### src/rtl/conv1_pkg.sv
// conv1_pkg: shared image geometry, window shape and pixel/window types for conv1
package conv1_pkg;
    localparam int DATA_W   = 32;
    localparam int IMG_W    = 28;
    localparam int IMG_H    = 28;
    localparam int WIN_SIZE = 3;
    localparam int WIN_TAPS = WIN_SIZE * WIN_SIZE;
    typedef logic [DATA_W-1:0] pix_t;
    typedef pix_t win_t [0:WIN_TAPS-1];
endpackage

### src/rtl/conv1_line_buf.sv
// conv1_line_buf: enabled delay line of DEPTH words; storage has no reset
// ports: clk, en_i (shift enable), din_i (word in), dout_o (word from DEPTH enables ago)
module conv1_line_buf
    import conv1_pkg::*;
#(
    parameter int DEPTH = IMG_W,
    parameter int WIDTH = DATA_W
) (
    input  logic             clk,
    input  logic             en_i,
    input  logic [WIDTH-1:0] din_i,
    output logic [WIDTH-1:0] dout_o
);
    logic [WIDTH-1:0] mem_q [0:DEPTH-1];

    always_ff @(posedge clk) begin
        if (en_i) begin
            mem_q[0] <= din_i;
            for (int i = 1; i < DEPTH; i++) mem_q[i] <= mem_q[i-1];
        end
    end

    assign dout_o = mem_q[DEPTH-1];
endmodule

### src/rtl/conv1_window_buf.sv
// conv1_window_buf: raster pixel stream to 3x3 valid-padded sliding windows
// ports: clk, rst_n (async active-low), valid_in/data_in (pixel stream),
//        data_out[0:8] (row-major window), valid_out (window strobe), frame_done (last window)
module conv1_window_buf
    import conv1_pkg::*;
(
    input  logic clk,
    input  logic rst_n,
    input  logic valid_in,
    input  pix_t data_in,
    output win_t data_out,
    output logic valid_out,
    output logic frame_done
);
    localparam int CW = $clog2(IMG_W);
    localparam int RW = $clog2(IMG_H);

    logic [CW-1:0] col_q, col_d;
    logic [RW-1:0] row_q, row_d;
    logic          valid_q, valid_d, done_q, done_d;
    logic          last_col, last_row;
    pix_t          tap0, tap1;
    win_t          win_q, win_d;

    conv1_line_buf #(.DEPTH(IMG_W), .WIDTH(DATA_W)) u_lb0 (
        .clk(clk), .en_i(valid_in), .din_i(data_in), .dout_o(tap0)
    );

    conv1_line_buf #(.DEPTH(IMG_W), .WIDTH(DATA_W)) u_lb1 (
        .clk(clk), .en_i(valid_in), .din_i(tap0), .dout_o(tap1)
    );

    assign last_col = col_q == CW'(IMG_W - 1);
    assign last_row = row_q == RW'(IMG_H - 1);

    always_comb begin
        col_d   = col_q;
        row_d   = row_q;
        win_d   = win_q;
        // a window is complete only once two full rows and two columns of this row are in
        valid_d = valid_in && row_q >= RW'(2) && col_q >= CW'(2);
        done_d  = valid_in && last_row && last_col;
        if (valid_in) begin
            col_d = last_col ? '0 : col_q + 1'b1;
            if (last_col) row_d = last_row ? '0 : row_q + 1'b1;
            for (int r = 0; r < WIN_SIZE; r++) begin
                win_d[WIN_SIZE*r]   = win_q[WIN_SIZE*r+1];
                win_d[WIN_SIZE*r+1] = win_q[WIN_SIZE*r+2];
            end
            win_d[2] = tap1;
            win_d[5] = tap0;
            win_d[8] = data_in;
        end
    end

    always_ff @(posedge clk or negedge rst_n) begin
        if (!rst_n) begin
            col_q   <= '0;
            row_q   <= '0;
            valid_q <= 1'b0;
            done_q  <= 1'b0;
            for (int k = 0; k < WIN_TAPS; k++) win_q[k] <= '0;
        end else begin
            col_q   <= col_d;
            row_q   <= row_d;
            valid_q <= valid_d;
            done_q  <= done_d;
            win_q   <= win_d;
        end
    end

    assign data_out   = win_q;
    assign valid_out  = valid_q;
    assign frame_done = done_q;
endmodule
### config.mk
export PLATFORM = sky130hd
export DESIGN_NAME = conv1_window_buf
export DESIGN_NICKNAME = d
export VERILOG_FILES = /design/src/rtl/conv1_pkg.sv /design/src/rtl/conv1_line_buf.sv /design/src/rtl/conv1_window_buf.sv
export SDC_FILE = /design/constraint.sdc
export NUM_CORES = 1
export LEC_CHECK = 0
export BUFFER_PORTS_ARGS = -buffer_cell sky130_fd_sc_hd__buf_2
export CAP_MARGIN = 5
export CELL_PAD_IN_SITES_DETAIL_PLACEMENT = 0
export CELL_PAD_IN_SITES_GLOBAL_PLACEMENT = 1
export CORE_AREA = 3 3 406 288
export DETAILED_ROUTE_END_ITERATION = 6
export DIE_AREA = 0 0 409 291
export PLACE_DENSITY = 0.91
export SLEW_MARGIN = 25
export SYNTH_ARGS = -nofsm -noshare
export SYNTH_HDL_FRONTEND = slang
export SYNTH_HIERARCHICAL = 1
export SYNTH_SLANG_ARGS = --single-unit
### constraint.sdc
create_clock -name clk -period 3 [get_ports clk]
set_input_delay 0.75 -clock clk [delete_from_list [all_inputs] [get_ports clk]]
set_output_delay 0.75 -clock clk [all_outputs]
set_load 0.01 [all_outputs]
==> results_dict.tcl, run 1 <==
set metrics [dict create \
    worst_pin_slew_ns 0.726 \
    wl_per_cell_um 17.7 \
    finalSetupTns_ns 0 \
    clk_pin_slew_ns 0.07 \
    synth_top_area_share_pct 82.1 \
    worstReg2RegEnd "row_q[4]$_DFFE_PN0P_" \
    placementRows 103 \
    drt_pass1_iterations 5 \
    path_delay_family "flip-flops" \
    synth.most_common_cell "edfxtp_1" \
    rsz0062_at_grt "false" \
    timing.fmax_mhz 447 \
    cp_slowest_cell "dfrtp_1" \
    die-area_mm2 0.119 \
    rrSetupSlack_ns 1.27 \
    synth_area_leaders "edfxtp_1 82%, dfrtp_1 11%, mux2_2 5.0%, buf_4 1.0%, buf_2 0.076%" \
    yosysTopAreaCell "edfxtp_1" \
    initial_utilization_pct 58.2 \
    cts_root_buf "clkbuf_16" \
    reg2regPathDepth 4 \
    grt_max_degree 93 \
    synth.top_cells.by_count "1,792 x edfxtp_1, 300 x dfrtp_1, 290 x mux2_2" \
    ys_ff_latch 2092 \
    synth-edff-count 1792 \
    crit_required_ns 2.25 \
    ant_nets 0 \
    critPathLaunchType "register" \
    insertion_delay_ns 0.78 \
    synthSimpleGateAreaFrac_pct 0.198 \
    endpoint "data_out[137]" \
    status "finished, final reports clean" \
    synthArstFlopShare_pct 14.3 \
    hpwl_mm 44.6 \
    grt_remaining_overflow 0 \
    cts_tree "built" \
    wirelength_mm 83.2 \
    hold_depth 1 \
    yosys_warnings 6 \
    setup_viol 0 \
    hold_ws_ns 0.165 \
    grt_first_pass_wirelength_mm 133 \
    antenna_found_initial 0 \
    globalRouteTotalUtil_pct 14.1 \
    synthMuxAreaShare_pct 4.99 \
    dieHeight_um 291 \
    synthAdderAreaFrac_pct 0.0763 \
    via_per_inst 5.04 \
    synthDistinctLibCells 27 \
    io_buffers 324 \
    synth_top_family_by_area "multiplexers" \
    area_growth_pct 15.0 \
    max_stage_delay_ns 0.53 \
    die_w_um 409 \
    endpoint_kind "output pin" \
    placed_area_mm2 0.0694 \
    timing.final.crit_share_pct 74.6 \
    criticalPathCategory "reg -> out" \
    max-vdd-ir-drop_mv 0.543 \
    core_mm2 0.113 \
    clock_skew_ns 0.0551 \
    rr_startpoint "col_q[1]$_DFFE_PN0P_" \
    cts_sinks 2092 \
    nets 3046 \
    finalInstanceArea_mm2 0.0754 \
    leakage_nw 27.1 \
    vias 23600 \
    avgSynthCellArea_um2 26.0 \
    crit_start "data_out[137]$_DFFE_PN0P_" \
    cap_violations 0 \
    nFillCells 6827 \
    cts_made_buffers 177 \
    synth-main-ff-cell "edfxtp_1" \
    timing.final.crit_period_ns 2.24 \
    hold_viol 0 \
    hold_class "in -> reg" \
    synth-compound-area-share_pct 0.101 \
    pin_count 325 \
    cp_cell_sequence "buf_2" \
    arrival_ns 1.49 \
    drc 0 \
    synth_xor_area_share_pct 0.0267 \
    powerDensity_mw_per_mm2 798 \
    ys_seq_area_share_pct 93.5 \
    clockBufferDepth 3 \
    synthesis.area_mm2 0.0656 \
    drive_gt1_share_pct 30.4 \
    maxSlewHeadroom_pct 51.6 \
    cp_num_cells 1 \
    finalWeightedCongestion 0.776 \
    h-tree-depth 4 \
    critPathBufInv 1 \
    drv_slew 0 \
    grt_pass1_vias 24300 \
    drt_iter0_drc 1799 \
    critPathMaxFanout 4 \
    synth_nets 2562 \
    netlist_instances 2523 \
    post-cts-setup-buffers 0 \
]
## stage by stage
stage	setup WS [ns]	instances	total power, mW	util, %
final	0.762	4686	60.2	66.9
after global routing	0.693	4685	62.5	66.9
after CTS	0.682	4685	61.0	66.9
after detailed placement	0.696	4349	37.9	61.5
after global placement	0.742	4349	37.6	61.5
after floorplan	1.26	2523	36.1	-
## logic make-up (layout without fill, tap and decap cells)
kind of cell,after synthesis,after routing
AO/OA/AOI/OAI,11,11
XOR/XNOR,2,2
adder cells (fa/ha/maj),4,4
buffers and inverters,101,741
flip-flops,2092,2092
multiplexers,291,291
other,0,1
AND/OR/NAND/NOR,22,22
## layout make-up
cell class	instances	area, um2	area share, %
diodes	1	2.50	0.00332
clock buffers	242	4930	6.53
inverters	3	11.3	0.0149
clock inverters	93	1120	1.49
repair buffers	403	2620	3.47
flip-flops and latches	2092	61300	81.3
well taps	1522	1900	2.52
multi-input cells	330	3540	4.69
## sequential cells by signal, indices dropped and copies added (netlist names)
register	flops
col_q	5
data_out	288
frame_done	1
row_q	5
u_lb0/mem_q	896
u_lb1/mem_q	896
valid_out	1
## layer usage
layer  part of all wire, %  up-vias  GRT usage, %
met5                     0        -             0
met4                   2.3        0          5.16
li1                      -    10900             -
met1                    46    12100          20.2
met3                   5.1      158          3.48
met2                    47      520          21.4
## cell usage in the layout, fill, tap and decap left out, drive strengths merged, types with 3 or more instances in the layout
| cell type | instances |
|---|---|
| buf | 402 |
| bufinv | 13 |
| clkbuf | 242 |
| clkinv | 65 |
| clkinvlp | 10 |
| dfrtp | 300 |
| edfxtp | 1792 |
| ha | 4 |
| inv | 8 |
| mux2 | 290 |
| nand2 | 4 |
| nor2 | 5 |
| nor3 | 3 |
| o21ai | 4 |
## where the power goes
part | total, mW | switching [mW] | internal, mW
clock | 22.9 | 10.1 | 12.9
sequential | 34.7 | 0.891 | 33.8
combinational | 2.53 | 1.45 | 1.08
total | 60.2 | 12.4 | 47.8
## how the worst min path moves through the flow
| stage | slack [ns] | start | endpoint |
|---|---|---|---|
| floorplan | 0.40 | u_lb0/mem_q[0][0]$_DFFE_PP_ | u_lb0/mem_q[0][32]$_DFFE_PP_ |
| global placement | 0.40 | u_lb0/mem_q[4][57]$_DFFE_PP_ | u_lb0/mem_q[5][25]$_DFFE_PP_ |
| detailed placement | 0.40 | u_lb0/mem_q[0][10]$_DFFE_PP_ | u_lb0/mem_q[0][42]$_DFFE_PP_ |
| CTS | 0.07 | data_in[17] | u_lb0/mem_q[0][17]$_DFFE_PP_ |
| global route | 0.1 | data_in[17] | u_lb0/mem_q[0][17]$_DFFE_PP_ |
| finish | 0.16 | data_in[17] | u_lb0/mem_q[0][17]$_DFFE_PP_ |
## timing repair
item                                   CTS  global route
endpoints found under the hold margin   63             0
resized for setup                        0             0
hold buffers                             1             0
No activity file was read; power rests on OpenSTA's default activity.
==> run 2, diff against run 1 <==
--- a/config.mk
+++ b/config.mk
@@ -9,10 +9,10 @@
 export CAP_MARGIN = 5
 export CELL_PAD_IN_SITES_DETAIL_PLACEMENT = 0
 export CELL_PAD_IN_SITES_GLOBAL_PLACEMENT = 1
-export CORE_AREA = 3 3 406 288
+export CORE_AREA = 3 3 442 313
 export DETAILED_ROUTE_END_ITERATION = 6
-export DIE_AREA = 0 0 409 291
-export PLACE_DENSITY = 0.91
+export DIE_AREA = 0 0 445 316
+export PLACE_DENSITY = 0.82
 export SLEW_MARGIN = 25
 export SYNTH_ARGS = -nofsm -noshare
 export SYNTH_HDL_FRONTEND = slang
==> constraint.sdc (replaced) <==
create_clock -name clk -period 1.95 [get_ports clk]
set_input_delay 0.4875 -clock clk [delete_from_list [all_inputs] [get_ports clk]]
set_output_delay 0.4875 -clock clk [all_outputs]
set_load 0.01 [all_outputs]
==> results_dict.tcl, run 2 (same netlist as run 1, synthesis figures left out) <==
set metrics [dict create \
    die_w_um 445 \
    die-area_mm2 0.141 \
    switchingPower_mw 19.0 \
    arrival_ns 1.36 \
    ant_nets 0 \
    area_growth_pct 17.2 \
    antenna_found_initial 1 \
    grt_first_pass_wirelength_mm 129 \
    swShare_pct 20.3 \
    io_buffers 324 \
    top_usage_layer "met2" \
    core_mm2 0.135 \
    hpwl_mm 43.1 \
    cp_cell_sequence "buf_2" \
    hold_viol 0 \
    setup_ws_ns 0.103 \
    nets 3150 \
    hold_class "in -> reg" \
    grt_max_degree 121 \
    max-vdd-ir-drop_mv 0.983 \
    endpoint_kind "output pin" \
    timing.final.crit_share_pct 94.7 \
    grt_remaining_overflow 0 \
    critPathBufInv 1 \
    p_int_mw 74.4 \
    worst_pin_slew_ns 0.603 \
    cts_tree "built" \
    path_delay_family "flip-flops" \
    via_per_inst 4.71 \
    pin_count 325 \
    wirelength_mm 80.6 \
    globalRouteTotalUtil_pct 11.4 \
    status "finished, final reports clean" \
    final_common_cell "edfxtp_1" \
    powerDensity_mw_per_mm2 1210 \
    instances_no_fill 5052 \
    finalWeightedCongestion 0.688 \
    critPathMaxFanout 3 \
    drive_gt1_share_pct 31.9 \
    clk_pin_slew_ns 0.06 \
    dieHeight_um 316 \
    place_ws_ns 0.153 \
    reg2regPathDepth 4 \
    hold_depth 2 \
    crit_required_ns 1.46 \
    rrSetupSlack_ns 0.39 \
    cap_violations 0 \
    grt_pass1_vias 24100 \
    crit_start "data_out[97]$_DFFE_PN0P_" \
    wl_per_cell_um 16.0 \
    use_met2_pct 16.9 \
    critPathLaunchType "register" \
    rsz0062_at_grt "true" \
    drt_pass1_iterations 5 \
    endpoint "data_out[97]" \
    cts_sinks 2092 \
    combPwrFrac_pct 4.3 \
    power.share.clock_pct 38.6 \
    criticalPathCategory "reg -> out" \
    finalSetupTns_ns 0 \
    insertion_delay_ns 0.78 \
    timing.fmax_mhz 541 \
    cp_num_cells 1 \
    drc 0 \
    max_stage_delay_ns 0.43 \
    place_inst 4665 \
    cp_slowest_cell "dfrtp_1" \
    rr_startpoint "col_q[1]$_DFFE_PN0P_" \
    initial_utilization_pct 48.7 \
    placementRows 113 \
    use_met3_pct 3.26 \
    clockBufferDepth 3 \
    h-tree-depth 4 \
    grt_use_met1_pct 16.2 \
    pwr-share-seq_pct 57.1 \
    cts_made_buffers 181 \
    setup_viol 0 \
    leakage_nw 27.6 \
    cts_root_buf "clkbuf_16" \
    worstReg2RegEnd "row_q[2]$_DFFE_PN0P_" \
    timing.final.crit_period_ns 1.85 \
    drt_iter0_drc 1756 \
    clock_skew_ns 0.0232 \
    layout_common_cells "1,792 x edfxtp_1, 321 x buf_2, 300 x dfrtp_1" \
    maxSlewHeadroom_pct 59.8 \
    vias 23800 \
    drv_slew 0 \
]
run 2: repair_timing:
| action | in CTS | in global routing |
|---|---|---|
| buffers inserted | 11 | 1 |
| hold buffers | 33 | 0 |
| gates cloned | 0 | 0 |
| resized for setup | 0 | 1 |
| hold endpoints to repair | 84 | 0 |
| endpoints found under the setup margin | 15 | 2 |
run 2: worst min path at each step:
stage / start / end
6_report: valid_in / u_lb0/mem_q[13][38]$_DFFE_PP_
5_1_grt: valid_in / u_lb0/mem_q[13][38]$_DFFE_PP_
4_1_cts: valid_in / u_lb0/mem_q[13][33]$_DFFE_PP_
3_5_place_dp: u_lb0/mem_q[0][14]$_DFFE_PP_ / u_lb0/mem_q[0][46]$_DFFE_PP_
3_3_place_gp: u_lb0/mem_q[11][56]$_DFFE_PP_ / u_lb0/mem_q[12][24]$_DFFE_PP_
2_1_floorplan: rst_n / col_q[0]$_DFFE_PN0P_
run 2: metal layers:
| metal | part of all wire (%) | vias to the layer above |
|---|---|---|
| li1 | - | 11100 |
| met1 | 47 | 12100 |
| met2 | 45 | 498 |
| met3 | 5.6 | 146 |
| met4 | 2.4 | 0 |
| met5 | 0 | - |
run 2: power groups by stage:
| stage | sequential [mW] | combinational (mW) | clock (mW) |
|---|---|---|---|
| floorplan | 54.3 | 1.30 | 0 |
| global placement | 54.1 | 3.88 | 0 |
| detailed placement | 54.2 | 4.00 | 0 |
| CTS | 53.3 | 4.12 | 37.4 |
| global route | 53.6 | 4.42 | 39.2 |
| finish | 53.3 | 4.04 | 36.1 |
run 2: area by class of cell:
| type | count | area, um2 |
|---|---|---|
| repair buffers | 503 | 3640 |
| diodes | 1 | 2.50 |
| clock buffers | 222 | 4770 |
| flip-flops and latches | 2092 | 61300 |
| well taps | 1782 | 2230 |
| clock inverters | 119 | 1340 |
| inverters | 3 | 11.3 |
| fillers | 9506 | 57900 |
| multi-input cells | 330 | 3540 |
run 2: per-stage QoR:
stage	cell area, um2	hold WS [ns]	power (mW)	util, %
2_1_floorplan	65600	0.192	55.6	-
4_1_cts	76800	0.141	94.8	57.0
5_1_grt	76900	0.177	97.2	57.0
3_5_place_dp	70300	0.405	58.2	52.2
6_report	76900	0.243	93.4	57.0
3_3_place_gp	70300	0.400	57.9	52.2
==> run 3, diff against run 2 <==
--- a/config.mk
+++ b/config.mk
@@ -5,7 +5,7 @@
 export SDC_FILE = /design/constraint.sdc
 export NUM_CORES = 1
 export LEC_CHECK = 0
-export BUFFER_PORTS_ARGS = -buffer_cell sky130_fd_sc_hd__buf_2
+export BUFFER_PORTS_ARGS = -buffer_cell sky130_fd_sc_hd__buf_4
 export CAP_MARGIN = 5
 export CELL_PAD_IN_SITES_DETAIL_PLACEMENT = 0
 export CELL_PAD_IN_SITES_GLOBAL_PLACEMENT = 1
==> results_dict.tcl, run 3 (same netlist as run 1, synthesis figures left out) <==
set metrics [dict create \
    final_common_cell "edfxtp_1" \
    setup_viol 0 \
    grt_remaining_overflow 0 \
    hold_depth 1 \
    clk_pin_slew_ns 0.07 \
    die-area_mm2 0.141 \
    max_stage_delay_ns 0.41 \
    vias 23700 \
    critPathLaunchType "register" \
    insertion_delay_ns 0.80 \
    core_mm2 0.135 \
    drt_iter0_drc 1662 \
    rsz0062_at_grt "false" \
    cts_made_buffers 181 \
    instances_no_fill 5040 \
    arrival_ns 1.38 \
    rr_startpoint "col_q[1]$_DFFE_PN0P_" \
    endpoint_kind "output pin" \
    antenna_found_initial 3 \
    clockBufferDepth 3 \
    layout_common_cells "1,792 x edfxtp_1, 391 x buf_4, 291 x dfrtp_1" \
    timing.final.crit_share_pct 95.6 \
    initial_utilization_pct 48.7 \
    h-tree-depth 4 \
    timing.final.crit_period_ns 1.86 \
    cp_cell_sequence "buf_4" \
    grt_first_pass_wirelength_mm 131 \
    placementRows 113 \
    leakage_nw 27.9 \
    hold_ws_ns 0.177 \
    worstReg2RegEnd "row_q[2]$_DFFE_PN0P_" \
    io_buffers 324 \
    via_per_inst 4.70 \
    grt_max_degree 94 \
    wl_per_cell_um 16.2 \
    timing.fmax_mhz 536 \
    place_ws_ns 0.142 \
    pin_count 325 \
    place_inst 4648 \
    grt_pass1_vias 24300 \
    critPathBufInv 1 \
    hold_class "in -> reg" \
    drc 0 \
    hpwl_mm 43.2 \
    reg2regPathDepth 4 \
    criticalPathCategory "reg -> out" \
    nets 3139 \
    finalPower_mw 93.7 \
    powerDensity_mw_per_mm2 1210 \
    critPathMaxFanout 3 \
    maxSlewHeadroom_pct 64.6 \
    wirelength_mm 81.7 \
    hold_path_end "u_lb1/mem_q[12][40]$_DFFE_PP_" \
    clock_skew_ns 0.0414 \
    path_delay_family "flip-flops" \
    rrSetupSlack_ns 0.42 \
    worst_pin_slew_ns 0.531 \
    cts_tree "built" \
    min_from "valid_in" \
    cp_slowest_cell "dfrtp_1" \
    ant_nets 0 \
    crit_required_ns 1.46 \
    status "finished, final reports clean" \
    hold_viol 0 \
    drv_slew 0 \
    area_growth_pct 18.4 \
    cts_sinks 2092 \
    setup_ws_ns 0.0856 \
    dieHeight_um 316 \
    die_w_um 445 \
    max-vdd-ir-drop_mv 0.751 \
    crit_start "data_out[26]$_DFFE_PN0P_" \
    finalWeightedCongestion 0.715 \
    globalRouteTotalUtil_pct 11.6 \
    cap_violations 0 \
    drt_pass1_iterations 7 \
    drive_gt1_share_pct 31.3 \
    cts_root_buf "clkbuf_16" \
]
-- run 3: changes by cell type in the layout (fill, tap and decap cells not counted), sizes merged --
cell      previous run  this run
diode                1         2
clkinvlp            13         7
clkbuf             222       242
bufinv              22        18
inv                 14        10
buf                470       459
clkinv              73        65
-- run 3: cell type report --
class	count	area, um2
Sequential cell	2092	61300
Inverter	3	11.3
Clock inverter	97	1160
Fill cell	9403	57100
Clock buffer	242	4910
Antenna cell	2	5.00
Timing Repair Buffer	492	4490
Multi-Input combinational cell	330	3540
Tap cell	1782	2230
-- run 3: timing repair --
item	in CTS	in global routing
gates resized for setup	25	0
setup buffers	18	0
hold endpoints to repair	127	0
hold buffers	33	0
endpoints found under the setup margin	28	0
-- run 3: metrics by stage --
stage / area (um2) / util (%) / setup TNS (ns)
global route: 77700 / 57.6 / 0
detailed placement: 71100 / 52.7 / 0
global placement: 71100 / 52.7 / 0
finish: 77700 / 57.6 / 0
CTS: 77700 / 57.6 / -0.0552
floorplan: 65600 / - / 0
-- run 3: metal layers --
| layer | global-route usage [%] | up-vias | part of all wire (%) |
|---|---|---|---|
| met3 | 3.52 | 138 | 5.8 |
| met1 | 16.5 | 12000 | 47 |
| met2 | 17.2 | 487 | 45 |
| met5 | 0 | - | 0 |
| met4 | 4.24 | 0 | 2.3 |
| li1 | - | 11100 | - |
-- run 3: power by group --
| part | switching, mW | internal [mW] |
|---|---|---|
| sequential | 1.34 | 52.0 |
| combinational | 2.22 | 2.36 |
| clock | 15.5 | 20.3 |
| total | 19.0 | 74.7 |
-- run 3: worst max-delay path by stage --
| stage | to | slack (ns) | depth (start not counted) |
|---|---|---|---|
| final | data_out[26] | 0.09 | 1 |
| after global routing | data_out[121] | 0.0002 | 1 |
| after CTS | data_out[97] | -0.01 | 1 |
| after detailed placement | data_out[203]$_DFFE_PN0P_ | 0.14 | 3 |
| after global placement | data_out[208]$_DFFE_PN0P_ | 0.16 | 3 |
| after floorplan | data_out[193]$_DFFE_PN0P_ | 0.47 | 4 |
